$ cat src/rtl/regs_arb_pkg.sv
// Shared types for the register-file write-port arbiter.
package regs_arb_pkg;
  typedef enum logic {CLEAR, RUN} arb_state_t;
  typedef enum logic {REQ_CPU, REQ_IO} req_id_t;
  localparam logic [31:0] ZERO_REG = '0;
endpackage

$ cat src/rtl/rr_arb2.sv
// Two-way round-robin picker: on contention the requester that did not win last time wins.
module rr_arb2
  import regs_arb_pkg::*;
(
  input  logic       req_cpu_i,
  input  logic       req_io_i,
  input  req_id_t    last_i,
  output logic [1:0] gnt_o,
  output req_id_t    win_o
);
  always_comb begin
    gnt_o = 2'b00;
    win_o = REQ_CPU;
    if (req_cpu_i && req_io_i) begin
      win_o = (last_i == REQ_CPU) ? REQ_IO : REQ_CPU;
    end else if (req_io_i) begin
      win_o = REQ_IO;
    end
    if (req_cpu_i || req_io_i) begin
      if (win_o == REQ_IO) gnt_o = 2'b10;
      else                 gnt_o = 2'b01;
    end
  end
endmodule

$ cat src/rtl/regs_wr_arbiter.sv
// Write-port controller for the register file: zero sweep after reset, then
// round-robin sharing between the ALU writeback and the I/O loader.
module regs_wr_arbiter
  import regs_arb_pkg::*;
#(
  parameter int n     = 8,
  parameter int AW    = 5,
  parameter int NREGS = 32
) (
  input  logic          clk,
  input  logic          reset,
  input  logic          cpu_req,
  input  logic [AW-1:0] cpu_rdno,
  input  logic [n-1:0]  cpu_wdata,
  output logic          cpu_gnt,
  input  logic          io_req,
  input  logic [AW-1:0] io_rdno,
  input  logic [n-1:0]  io_wdata,
  output logic          io_gnt,
  output logic          busy,
  output logic          w,
  output logic [AW-1:0] Rdno,
  output logic [n-1:0]  Wdata
);
  localparam logic [AW-1:0] LAST_REG = AW'(NREGS - 1);

  arb_state_t    state_q, state_d;
  logic [AW-1:0] cnt_q, cnt_d;
  req_id_t       last_q, last_d;
  logic          w_q, w_d;
  logic [AW-1:0] rdno_q, rdno_d;
  logic [n-1:0]  wdata_q, wdata_d;

  logic [1:0]    arb_gnt;
  req_id_t       arb_win;
  logic          gnt_en;

  rr_arb2 u_rr (
    .req_cpu_i (cpu_req),
    .req_io_i  (io_req),
    .last_i    (last_q),
    .gnt_o     (arb_gnt),
    .win_o     (arb_win)
  );

  // Grants are masked during reset so no requester sees a write that is about to be dropped.
  assign gnt_en  = !reset && (state_q == RUN);
  assign cpu_gnt = gnt_en && arb_gnt[0];
  assign io_gnt  = gnt_en && arb_gnt[1];
  assign busy    = reset || (state_q == CLEAR);

  always_comb begin
    state_d = state_q;
    cnt_d   = cnt_q;
    last_d  = last_q;
    w_d     = 1'b0;
    rdno_d  = rdno_q;
    wdata_d = wdata_q;
    case (state_q)
      CLEAR: begin
        w_d     = 1'b1;
        rdno_d  = cnt_q;
        wdata_d = '0;
        if (cnt_q == LAST_REG) state_d = RUN;
        else                   cnt_d   = cnt_q + 1'b1;
      end
      RUN: begin
        if (cpu_gnt || io_gnt) begin
          last_d  = arb_win;
          rdno_d  = (arb_win == REQ_IO) ? io_rdno  : cpu_rdno;
          wdata_d = (arb_win == REQ_IO) ? io_wdata : cpu_wdata;
          // %0 is hardwired zero: grant consumed, write suppressed.
          w_d     = (rdno_d != AW'(ZERO_REG));
        end
      end
      default: state_d = CLEAR;
    endcase
  end

  always_ff @(posedge clk) begin
    if (reset) begin
      state_q <= CLEAR;
      cnt_q   <= '0;
      last_q  <= REQ_IO;
      w_q     <= 1'b0;
      rdno_q  <= '0;
      wdata_q <= '0;
    end else begin
      state_q <= state_d;
      cnt_q   <= cnt_d;
      last_q  <= last_d;
      w_q     <= w_d;
      rdno_q  <= rdno_d;
      wdata_q <= wdata_d;
    end
  end

  assign w     = w_q;
  assign Rdno  = rdno_q;
  assign Wdata = wdata_q;
endmodule

$ cat config.mk
export PLATFORM = sky130hd
export DESIGN_NAME = regs_wr_arbiter
export DESIGN_NICKNAME = d
export VERILOG_FILES = /design/src/rtl/regs_arb_pkg.sv /design/src/rtl/rr_arb2.sv /design/src/rtl/regs_wr_arbiter.sv
export SDC_FILE = /design/constraint.sdc
export NUM_CORES = 1
export LEC_CHECK = 0
export BUFFER_PORTS_ARGS = -buffer_cell sky130_fd_sc_hd__buf_2
export CORE_UTILIZATION = 46
export CTS_CLUSTER_SIZE = 8
export DETAILED_ROUTE_END_ITERATION = 10
export PLACE_DENSITY = 0.87
export SYNTH_ARGS = -nofsm -noshare
export SYNTH_HDL_FRONTEND = slang
export SYNTH_HIERARCHICAL = 1
export SYNTH_SLANG_ARGS = --single-unit
$ cat constraint.sdc
create_clock -name clk -period 2.4 [get_ports clk]
set_clock_uncertainty 0.2 [all_clocks]
set_input_delay 0.24 -clock clk [delete_from_list [all_inputs] [get_ports clk]]
set_output_delay 0.24 -clock clk [all_outputs]
set_load 0.02 [all_outputs]
-- Word-level counts from Yosys, hierarchy flattened
Cells that the tools add are included.
- bits in registers: 21
- word-level logic and storage cells: 37
- add/subtract/negate cells: 1
- eq/ne operators: 2
- multiplexer cells: 15
- bitwise gates (word level): 2
- reduce and logical (&&, ||, !) cells: 11
- operators with widths (kind ; count):
    8-bit 2-to-1 mux ; 2
    8-bit one-hot mux with 2 select lines ; 1
    5-bit 2-to-1 mux ; 2
    5-bit one-hot mux with 2 select lines ; 1
    1-bit 2-to-1 mux ; 6
    5-bit by 1-bit adder with 5-bit output (second input constant) ; 1
    5-bit equality test (second input constant) ; 1
    5-bit nonzero test ; 1
    1-bit logical AND ; 4
    2-bit 2-to-1 mux ; 2
    2-bit AND reduction ; 2
    1-bit logical OR ; 3
    2-bit by 1-bit != test with 1-bit output (second input constant) ; 1
    1-bit inverter ; 2
    1-bit one-hot mux with 2 select lines ; 1
    1-bit zero test ; 1

-- Depth between registers and ports, before layout
Gate-level depths: netlist (run 1).
- depth in word-level cells: 8
- depth in mapped cells: 6

-- Cells and area by module
The synthesis (run 1) kept the hierarchy.
- modules (own cells, without submodules) (module ; times used ; cells each ; area an instance (um2) ; sequential area each (um2)):
    regs_wr_arbiter ; 1 ; 113 ; 1034.7 ; 420.4
    rr_arb2 ; 1 ; 4 ; 26.3 ; 0.0

-- Least setup slack after synthesis (run 1)
No wires, ideal clock.
- path kind: register to register
- start: register cnt_q[0]
- end: register cnt_q[3]
- library setup time: 70 ps
- arrival: 1497 ps
- required time: 2130 ps
- setup slack: 634 ps
- stages on the path, launching flop included: 6
- path buffers: 0
- clock period less this slack: 1766 ps
- cells stage by stage: dfxtp_1 > ha_1 > and3_1 > ha_1 > or4_1 > a21oi_1
- cells in the longest elaborated chain, start to end: 3
- elaborated cells between the ends (all ways): 4
- those cells by class: add/sub: 1; eq/ne: 1; bitwise: 1; reduce/logical: 1
- RTL lines (element ; line ; RTL):
    start: declaration ; regs_wr_arbiter.sv:28 ; logic [AW-1:0] cnt_q, cnt_d;
    start signal: assignment ; regs_wr_arbiter.sv:90 ; cnt_q <= cnt_d;
    parallel branches: the longest is 3 deep, another holds 5-bit by 1-bit adder with 5-bit output ; n/a ;
Several ways; the timed one is not identified.
A chain may end at the register's enable or synchronous reset.

-- Worst setup path after layout (run 1)
- start: register last_q
- end: register wdata_q[2], in the netlist Wdata[2]
- cells in the longest elaborated chain, start to end: 7
- elaborated cells between the ends (all ways): 11
- those cells by class: eq/ne: 1; mux: 7; reduce/logical: 3
- RTL lines (element ; line ; RTL):
    start: declaration ; regs_wr_arbiter.sv:29 ; req_id_t last_q, last_d;
    start signal: assignment ; regs_wr_arbiter.sv:91 ; last_q <= last_d;
    1-bit 2-to-1 mux ; rr_arb2.sv:15 ; win_o = (last_i == REQ_CPU) ? REQ_IO : REQ_CPU;
    1-bit 2-to-1 mux ; rr_arb2.sv:14 ; if (req_cpu_i && req_io_i) begin
    2-bit 2-to-1 mux ; rr_arb2.sv:20 ; if (win_o == REQ_IO) gnt_o = 2'b10;
    2-bit 2-to-1 mux ; rr_arb2.sv:19 ; if (req_cpu_i || req_io_i) begin
    via arb_gnt[0] ; regs_wr_arbiter.sv:34 ; logic [1:0] arb_gnt;
    1-bit logical AND ; regs_wr_arbiter.sv:48 ; assign cpu_gnt = gnt_en && arb_gnt[0];
    1-bit logical OR ; regs_wr_arbiter.sv:68 ; if (cpu_gnt || io_gnt) begin
    2-bit by 1-bit != test with 1-bit output (no source line) ; n/a ;
    end signal: assignment ; regs_wr_arbiter.sv:94 ; wdata_q <= wdata_d;
    end: declaration ; regs_wr_arbiter.sv:32 ; logic [n-1:0] wdata_q, wdata_d;
The timed path passes the listed nets, and every way through them passes these cells. The select of a mux whose other input is x is not followed.

==> summary.md, run 1 <==
| Metric | Value |
|---|---|
| Status | completed |
| Worst Max-Slew Pin Slew | 677 ps |
| Yosys Warn Count | 6 |
| FF+latch count, synth | 21 |
| Synth top area cells | dfxtp_1 40%, mux2i_1 7.5%, a211oi_1 5.7%, nor2_1 5.0%, o2111ai_1 4.1% |
| # port buffers | between 40 and 50 |
| Initial DRT Pass Iterations | 4 |
| Post-route cell area | approximately 1300 sq um |
| Hpwl dp | 1.87 mm |
| Max-cap violations | 0 |
| EDFF count, synth | 0 |
| Post-CTS setup buffers | 0 |
| Final GP Congestion | 0.716 |
| Worst Hold Launch | reset |
| FFs w/ async S/R, synth | 0 |
| Crit path DAT | about 2000 ps |
| VDD IR-drop max | about 340 uV |
| WL per Instance | 13.0 um |
| CP cell instances | inv_1 > a21boi_1 > or2_1 > nor2_1 > a211oi_1 |
| Clk sinks | 21 |
| Top Family by Delay on Critical Path | simple AND/OR/NAND/NOR gates |
| Distinct cell type count after synthesis | 32 |
| Final WL | 2.46 mm |
| Reg area | 420 sq um |
| CP peak stage delay | 580 ps |
| Slew Viols, Final | 0 |
| Clock Pin Slew Worst Setup and Hold Paths | 120 ps |
| Total chip power | 631 uW |
| Drc violations | 0 |
| Worst r2r dst | Wdata[2] |
| FF-to-FF setup slack | approximately 390 ps |
| CP Launch Type | flip-flop |
| DR vias/cell | 5.42 |
| Leakage power | 0.000594 uW |
| Die area | 2500 sq um |
| CTS max path bufs | 2 |
| Crit path buf inv count | 1 |
| Number of global-route vias before repair | 900 |
| Main synth FF type | dfxtp_1 |
| # fillers | around 180 |
| Critical path type | reg -> reg |
| Maximum clock rate | between 400 and 500 MHz |
| Area occupied by multi-input gates | around 580 sq um |
| Worst reg-to-reg path cell count | 5 |
| Top cell type by total area after synthesis | dfxtp_1 |
| Slew HR | 0.549 |
| Hold Crit Class | in -> reg |
| Core Util, Final | 0.601 |
| Fin crit share | 0.836 |
| Initial antenna violation count | 0 |
| Die span in y | roughly 50 um |
| CTS H-tree lvls | 1 |
| Critical Path Slowest Stage Cell | or2_1 |
| Register area share after synthesis | 0.396 |
| TritonCTS Buffers | 3 |
| Width of the die | around 50 um |
| Layout area overhead | 24.2% |
| Post-DRT Antenna Nets | 0 |
| Reg-to-reg critical path startpoint | last_q |
| Critical Path Sink Type | flip-flop |
| Post-Syn Area | between 1000 and 1500 sq um |
| Initial core utilization | 0.484 |
| Overflow after GRT | 0 |
| Synth Instances | 117 |
| Worst Hold Depth | 2 |
| Fraction of layout cells with a size suffix above 1 | 0.342 |
| First-pass GRT wire length | 4.02 mm |
| GRT Util Overall | 0.210 |
| CTS tree | done |
| Syn Area/Cell | 9.07 sq um |
| Root Driver | clkbuf_4 |
| # setup viols final | 0 |
| Top Ports | 47 |
| Row Count | 17 |
| Total placed instance area | 1290 sq um |
| Commonest cells in the netlist | 21 x dfxtp_1, 14 x nor2_1, 8 x a211oi_1, 8 x a21oi_1, 8 x mux2i_1 |
| Antenna cells | 0 |
| Critical path required time | roughly 2400 ps |
| WHS Endpoint | state_q |
| Clock latency on the worst-skew pair | 310 ps |
| Cts repair resizes | 0 |
| CTS Hold Bufs | 0 |
| Nets | 194 |
| Post-Syn Nets | 149 |
| Share of the synthesized area in the top cell type | 0.396 |
| DRT iter0 DRCs | 23 |
| Power Dens Cells | 479 nW/um^2 |
| Min cycle time layout | 2010 ps |
| Cell with the most instances after synthesis | dfxtp_1 |
| Hold Violations, Final | 0 |
| Crit Path Max Fanout | 22 |
| Setup TNS | 0 ps |
| RSZ-0062 raised after global routing | false |
| Largest net degree at the start of global routing | 23 |
| Vias | 1025 |
| Core footprint | 2190 sq um |
metal layers:
| layer | share of wire | global-route usage | vias to the layer above |
|---|---|---|---|
| met3 | 0.042 | 0.0432 | 2 |
| met1 | 0.44 | 0.281 | 475 |
| met4 | 0.0049 | 0.0571 | 0 |
| met2 | 0.51 | 0.338 | 28 |
| met5 | 0 | 0 | - |
| li1 | - | - | 520 |
cells by family (layout without fill, tap and decap cells):
family / after synthesis / after routing / share of synthesized area
and+or+nand+nor: 38 / 38 / 0.198
AOI/OAI and AO/OA: 35 / 35 / 0.229
DFF: 21 / 21 / 0.396
buffers and inverters: 11 / 55 / 0.0613
muxes: 8 / 8 / 0.0755
adders and majority gates: 2 / 2 / 0.0236
xor gates and xnor gates: 2 / 2 / 0.0165
sequential cells by signal, summed over array words and instances (netlist names):
| name | cells |
|---|---|
| Wdata | 8 |
| cnt_q | 5 |
| Rdno | 5 |
| state_q | 1 |
| w | 1 |
| last_q | 1 |
stage by stage:
step           setup WS, ps  std cells  hold slack [ps]
3_3_place_gp            614        185              285
5_1_grt                 257        189             58.1
3_5_place_dp            421        185              292
4_1_cts                 399        189             53.4
6_report                395        189             48.0
2_1_floorplan           634        117              109
layout by cell type, fill, tap and decap left out, drive strengths merged:
master,synthesis,routed
buf,5,48
dfxtp,21,21
nor2,15,15
mux2i,8,8
a211oi,8,8
a21oi,8,8
nand2b,6,6
o2111ai,5,5
nor2b,5,5
a31oi,5,5
clkbuf,3,4
inv,3,3
nand2,3,3
or4,3,3
a21boi,3,3
o21ai,2,2
xnor2,2,2
ha,2,2
and3,1,1
or2,1,1
o21a,1,1
a311o,1,1
nor3,1,1
nor4b,1,1
a2111oi,1,1
nand3,1,1
o31ai,1,1
nor3b,1,1
layout make-up:
type | count | share of cell area
Timing Repair Buffer | 48 | 0.186
Inverter | 3 | 0.00855
Clock buffer | 4 | 0.0199
Sequential cell | 21 | 0.319
Multi-Input combinational cell | 85 | 0.440
Tap cell | 28 | 0.0266
where the power goes:
part,switching (uW),internal [uW]
combinational,48.8,43.5
clock,111,64.9
sequential,6.89,357
total,166,465
how the worst max path moves through the flow:
stage | from | endpoint | depth (start not counted)
3_3_place_gp | cnt_q[0] | cnt_q[3] | 5
5_1_grt | last_q | Wdata[2] | 5
3_5_place_dp | last_q | Wdata[2] | 5
4_1_cts | last_q | Wdata[2] | 5
2_1_floorplan | cnt_q[0] | cnt_q[3] | 5
6_report | last_q | Wdata[2] | 5
Note: power is estimated with default switching activity, not from simulation.
==> run 2, diff against run 1 <==
--- a/config.mk
+++ b/config.mk
@@ -6,10 +6,10 @@
 export NUM_CORES = 1
 export LEC_CHECK = 0
 export BUFFER_PORTS_ARGS = -buffer_cell sky130_fd_sc_hd__buf_2
-export CORE_UTILIZATION = 46
+export CORE_UTILIZATION = 41
 export CTS_CLUSTER_SIZE = 8
 export DETAILED_ROUTE_END_ITERATION = 10
-export PLACE_DENSITY = 0.87
+export PLACE_DENSITY = 0.83
 export SYNTH_ARGS = -nofsm -noshare
 export SYNTH_HDL_FRONTEND = slang
 export SYNTH_HIERARCHICAL = 1
==> constraint.sdc (replaced) <==
create_clock -name clk -period 1.7 [get_ports clk]
set_clock_uncertainty 0.2 [all_clocks]
set_input_delay 0.17 -clock clk [delete_from_list [all_inputs] [get_ports clk]]
set_output_delay 0.17 -clock clk [all_outputs]
set_load 0.02 [all_outputs]
==> summary.md, run 2 (synthesis results as in run 1) <==
| Metric | Value |
|---|---|
| Root Driver | clkbuf_4 |
| Maximum clock rate | 605 MHz (+21%) |
| Initial DRT Pass Iterations | 4 (unchanged) |
| Most frequent cells in the layout | 45 x buf_2, 17 x dfxtp_1, 14 x nor2_1, 13 x dlygate4sd3_1, 10 x buf_4 |
| Total placed instance area | 1370 sq um (+6.2%) |
| Final hold slack | 3.63 ps (-44.4 ps) |
| Initial core utilization | 0.432 (-0.0521) |
| Power Dens Cells | 613 nW/um^2 (+28%) |
| First-pass GRT wire length | 5.18 mm (+29%) |
| CP cell instances | ha_1 > and3_4 > ha_4 > or4_1 > a21oi_1 |
| CTS max path bufs | 2 (unchanged) |
| Critical Path Sink Type | flip-flop |
| Slew Viols, Final | 0 (unchanged) |
| Drc violations | 0 (unchanged) |
| Clk sinks | 21 (unchanged) |
| Commonest non-fill, non-tap cell in the layout | buf_2 |
| Overflow after GRT | 0 (unchanged) |
| Post-DRT Antenna Nets | 0 (unchanged) |
| CTS tree | done |
| Critical path type | reg -> reg |
| Pre-CTS setup slack | -12.2 ps (-433 ps) |
| # port buffers | 46 (unchanged) |
| Setup WS post-layout | 47.0 ps (-348 ps) |
| Hpwl dp | 2.06 mm (+10%) |
| WL per Instance | 15.5 um (+19%) |
| Core footprint | 2450 sq um (+12%) |
| TritonCTS Buffers | 3 (unchanged) |
| Crit path DAT | 1720 ps (-300 ps) |
| Worst Max-Slew Pin Slew | 428 ps (-249 ps) |
| Status | completed |
| Clock Pin Slew Worst Setup and Hold Paths | 130 ps (about the same) |
| # fillers | 194 (+5.4%) |
| # setup viols final | 0 (unchanged) |
| Die area | 2800 sq um (+12%) |
| Post-route cell area | 1560 sq um (+18%) |
| Slew HR | 0.713 (+0.165) |
| Nets | 215 (+11%) |
| Min cycle time layout | 1650 ps (-352 ps) |
| Critical Path Slowest Stage Cell | or4_1 |
| Width of the die | 52.9 um (+5.7%) |
| Total chip power | 956 uW (+51%) |
| Largest net degree at the start of global routing | 20 (-13%) |
| Fraction of layout cells with a size suffix above 1 | 0.396 (+0.0540) |
| Row Count | 18 (+1) |
| Top Ports | 47 (unchanged) |
| CP Launch Type | flip-flop |
| Hold Violations, Final | 0 (unchanged) |
| Vias | 1172 (+14%) |
| Final WL | 3.28 mm (+33%) |
| Antenna cells | 0 (unchanged) |
| Final GP Congestion | 0.772 (+7.9%) |
| Max-cap violations | 0 (unchanged) |
| CTS H-tree lvls | 1 (unchanged) |
| Clock latency on the worst-skew pair | 320 ps (about the same) |
| Crit Path Max Fanout | 3 (-86%) |
| DRT iter0 DRCs | 32 (+39%) |
| Leakage power | 0.000688 uW (+16%) |
| Layout area overhead | 46.8% |
| CP peak stage delay | 400 ps (-180 ps) |
| Initial antenna violation count | 0 (unchanged) |
| Largest register FFs | 8 (unchanged) |
| RSZ-0062 raised after global routing | false |
| Critical path required time | 1760 ps (-650 ps) |
| Die span in y | 52.9 um (+5.7%) |
| Hold Crit Class | in -> reg |
| VDD IR-drop max | 493 uV (+43%) |
| Fin crit share | 0.972 (+0.137) |
| Number of global-route vias before repair | 1164 (+29%) |
| GRT Util Overall | 0.258 (+0.0471) |
| DR vias/cell | 5.53 (+1.9%) |
## run 2: changes by cell type in the layout (fill, tap and decap cells not counted), sizes merged
cell         before  now
dlygate4sd3       0   13
buf              48   56
## run 2: what timing repair did
item / in CTS / in global routing
setup endpoints to repair: 2 / 17
hold buffers: 13 / 0
cloned: 0 / 0
setup buffers: 1 / 0
gates resized for setup: 3 / 7
pin swaps: 2 / 1
hold endpoints to repair: 13 / 0
## run 2: report_power, final
group / switching (uW) / internal [uW] / total [uW]
clock: 169 / 91.9 / 261
combinational: 88.2 / 94.0 / 182
sequential: 7.55 / 504 / 512
## run 2: metal layers
metal,vias to the layer above,share of wire,track usage
li1,564,-,-
met2,51,0.51,0.462
met5,-,0,0
met4,0,0.025,0.118
met3,9,0.057,0.0431
met1,548,0.40,0.293
## run 2: area by class of cell
class	count	area, sq um	area share
timing repair buffer	69	442	0.284
multi-input combinational	85	616	0.395
sequential	21	425	0.273
inverter	3	11.3	0.00723
clock buffer	4	26.3	0.0169
tap	30	37.5	0.0241
## run 2: metrics by stage
stage	util	instances	setup TNS (ps)
finish	0.635	212	0
global route	0.635	212	0
CTS	0.628	213	0
detailed placement	0.559	195	-12.2
global placement	0.559	195	0
floorplan	-	117	0
## run 2: path summary, 6_finish.rpt
kind | startpoint | depth (start not counted) | slack [ps] | endpoint
hold / removal | cpu_wdata[3] | 3 | 4 | Wdata[3]
hold reg to reg | Wdata[3] | 2 | 320 | Wdata[3]
setup reg to reg | cnt_q[0] | 5 | 50 | cnt_q[3]
setup / recovery | cnt_q[0] | 5 | 50 | cnt_q[3]
## run 2: worst max-delay path: cells and delay by family (launching register included)
kind	cells	cell delay [ps]
DFF	1	340
adders and majority gates	2	350
and+or+nand+nor	2	590
AOI/OAI and AO/OA	1	130
==> run 3, diff against run 2 <==
--- a/config.mk
+++ b/config.mk
@@ -6,10 +6,10 @@
 export NUM_CORES = 1
 export LEC_CHECK = 0
 export BUFFER_PORTS_ARGS = -buffer_cell sky130_fd_sc_hd__buf_2
-export CORE_UTILIZATION = 41
+export CORE_UTILIZATION = 46
 export CTS_CLUSTER_SIZE = 8
 export DETAILED_ROUTE_END_ITERATION = 10
-export PLACE_DENSITY = 0.83
+export PLACE_DENSITY = 0.87
 export SYNTH_ARGS = -nofsm -noshare
 export SYNTH_HDL_FRONTEND = slang
 export SYNTH_HIERARCHICAL = 1
==> constraint.sdc (replaced) <==
create_clock -name clk -period 1.8 [get_ports clk]
set_clock_uncertainty 0.2 [all_clocks]
set_input_delay 0.18 -clock clk [delete_from_list [all_inputs] [get_ports clk]]
set_output_delay 0.18 -clock clk [all_outputs]
set_load 0.02 [all_outputs]
==> summary.md, run 3 (synthesis results as in run 1) <==
| Metric | Value |
|---|---|
| Initial DRT Pass Iterations | 6 (+2) |
| Drc violations | 0 (unchanged) |
| First-pass GRT wire length | 4.31 mm (-17%) |
| Layout area overhead | 34.8% |
| Worst reg-to-reg path cell count | 5 (unchanged) |
| Final hold slack | 4.50 ps (+0.864 ps) |
| Post-DRT Antenna Nets | 0 (unchanged) |
| WL per Instance | 13.5 um (-13%) |
| Critical Path Sink Type | flip-flop |
| VDD IR-drop max | 399 uV (-19%) |
| Commonest non-fill, non-tap cell in the layout | buf_2 |
| Hold Violations, Final | 0 (unchanged) |
| Sw frac | 0.259 (-0.0185) |
| Post-CTS setup buffers | 0 (-1) |
| Clk sinks | 21 (unchanged) |
| Top Ports | 47 (unchanged) |
| Largest register FFs | 8 (unchanged) |
| Worst Setup EP | cnt_q[3] |
| DRT iter0 DRCs | 37 (+16%) |
| RSZ-0062 raised after global routing | false |
| Worst r2r dst | cnt_q[3] |
| Antenna cells | 0 (unchanged) |
| Total placed instance area | 1340 sq um (-2.6%) |
| Final std cells w/o fill | 199 (-6.1%) |
| DR vias/cell | 5.36 (-3.1%) |
| Initial antenna violation count | 0 (unchanged) |
| Crit Path Max Fanout | 4 (+1) |
| Leakage power | 0.000640 uW (-7.0%) |
| Root Driver | clkbuf_4 |
| Worst Max-Slew Pin Slew | 492 ps (+63.7 ps) |
| Hpwl dp | 1.93 mm (-6.2%) |
| Slew HR | 0.671 (-0.0426) |
| Post-route cell area | 1430 sq um (-8.2%) |
| Die span in y | 50.0 um (-5.4%) |
| Fin crit share | 0.973 (about the same) |
| Status | completed |
| CTS H-tree lvls | 1 (unchanged) |
| Clock Pin Slew Worst Setup and Hold Paths | 120 ps (about the same) |
| Row Count | 17 (-1) |
| Overflow after GRT | 0 (unchanged) |
| Maximum clock rate | 571 MHz (-5.6%) |
| Reg-to-reg critical path startpoint | cnt_q[1] |
| Vias | 1066 (-9.0%) |
| Final WL | 2.68 mm (-18%) |
| TritonCTS Buffers | 3 (unchanged) |
| Min cycle time layout | 1750 ps (+98.1 ps) |
| FF-to-FF setup slack | 50 ps (about the same) |
| Slew Viols, Final | 0 (unchanged) |
| Fraction of layout cells with a size suffix above 1 | 0.409 (+0.0138) |
| Crit path DAT | 1790 ps (+70 ps) |
| Power Dens Cells | 597 nW/um^2 (-2.6%) |
| CP Launch Type | flip-flop |
| CP cell instances | ha_2 > and3_1 > ha_2 > or4_4 > a21oi_2 |
| Combinational power share | 0.169 (-0.022) |
| Width of the die | 50.0 um (-5.4%) |
| Clock latency on the worst-skew pair | 300 ps (-20 ps) |
| Initial core utilization | 0.484 (+0.0521) |
| Hold Crit Class | in -> reg |
| Core footprint | 2190 sq um (-11%) |
| CP peak stage delay | 480 ps (+80 ps) |
| Area occupied by multi-input gates | 601 sq um (-2.4%) |
| Sequential share of power | 0.565 (+0.029) |
| Number of global-route vias before repair | 979 (-16%) |
| Critical path type | reg -> reg |
| # setup viols final | 0 (unchanged) |
| Setup TNS | 0 ps (unchanged) |
| Critical Path Slowest Stage Cell | or4_4 |
| Switch Pwr | 221 uW (-17%) |
| GRT Util Overall | 0.222 (-0.0357) |
| Die area | 2500 sq um (-10%) |
| Nets | 204 (-5.1%) |
| Largest net degree at the start of global routing | 17 (-15%) |
| Most frequent cells in the layout | 46 x buf_2, 18 x dfxtp_1, 14 x nor2_1 |
| Clock share of power | 0.266 (-0.007) |
| Most used cell, CP | ha_2 |
| Dpl cells | 191 (-2.1%) |
| Final GP Congestion | 0.738 (-4.4%) |
| CTS max path bufs | 2 (unchanged) |
| # port buffers | 46 (unchanged) |
| # fillers | 192 (-1.0%) |
| CTS tree | done |
| Total chip power | 854 uW (-11%) |
| Critical path required time | 1840 ps (+80 ps) |
| Pint | 633 uW (-8.3%) |
| Worst setup path start | cnt_q[1] |
| Reg area | 427 sq um (+0.29%) |
| Max-cap violations | 0 (unchanged) |
| Worst Hold Depth | 3 (unchanged) |
-- run 3: cell count changes in the layout (fill, tap and decap cells not counted), moves of 2 or more --
cell,previous run,this run
ha_2,0,2
dfxtp_2,4,2
dlygate4sd3_1,13,4
buf_4,10,8
-- run 3: layer usage --
metal / global-route usage / up-vias / routed length, um
met5: 0 / - / 0
met4: 0.0810 / 0 / 19
met3: 0.0154 / 2 / 110
met2: 0.362 / 32 / 1310
met1: 0.302 / 495 / 1240
li1: - / 537 / -
-- run 3: worst min-delay path by stage --
stage / slack [ps] / end / start
finish: 4 / Wdata[7] / cpu_wdata[7]
global route: 10 / Wdata[6] / cpu_wdata[6]
CTS: 1 / Wdata[5] / cpu_wdata[5]
detailed placement: 290 / Wdata[1] / Wdata[1]
global placement: 280 / cnt_q[3] / cnt_q[3]
floorplan: 50 / cnt_q[3] / reset
-- run 3: stage by stage --
| step | worst slack (ps) | utilization |
|---|---|---|
| after floorplan | 33.5 | - |
| after global placement | 89.9 | 0.610 |
| after detailed placement | -2.34 | 0.610 |
| after CTS | 22.7 | 0.642 |
| after global routing | 28.5 | 0.653 |
| final | 48.8 | 0.653 |
-- run 3: repair_timing --
item,in CTS,in global routing
pin swaps,0,1
endpoints found under the setup margin,4,3
hold endpoints to repair,1,0
gates resized for setup,3,7
hold buffers,4,0
-- run 3: final cells by class --
class                           count  share of cell area
Multi-Input combinational cell     85               0.420
Sequential cell                    21               0.298
Timing Repair Buffer               58               0.231
Tap cell                           28              0.0245
Clock buffer                        4              0.0184
Inverter                            3             0.00787
-- run 3: critical path, delay by kind of cell, from the launching register on --
kind,cells,cell delay [ps]
AND/OR/NAND/NOR,2,660
flip-flops,1,350
adder cells (fa/ha/maj),2,350
AO/OA/AOI/OAI,1,120
-- run 3: power groups by stage --
stage               Clock (uW)  Sequential (uW)  Combinational, uW
floorplan                    0              499               71.3
global placement             0              492                127
detailed placement           0              493                133
CTS                        231              483                142
global route               252              484                160
finish                     227              483                144
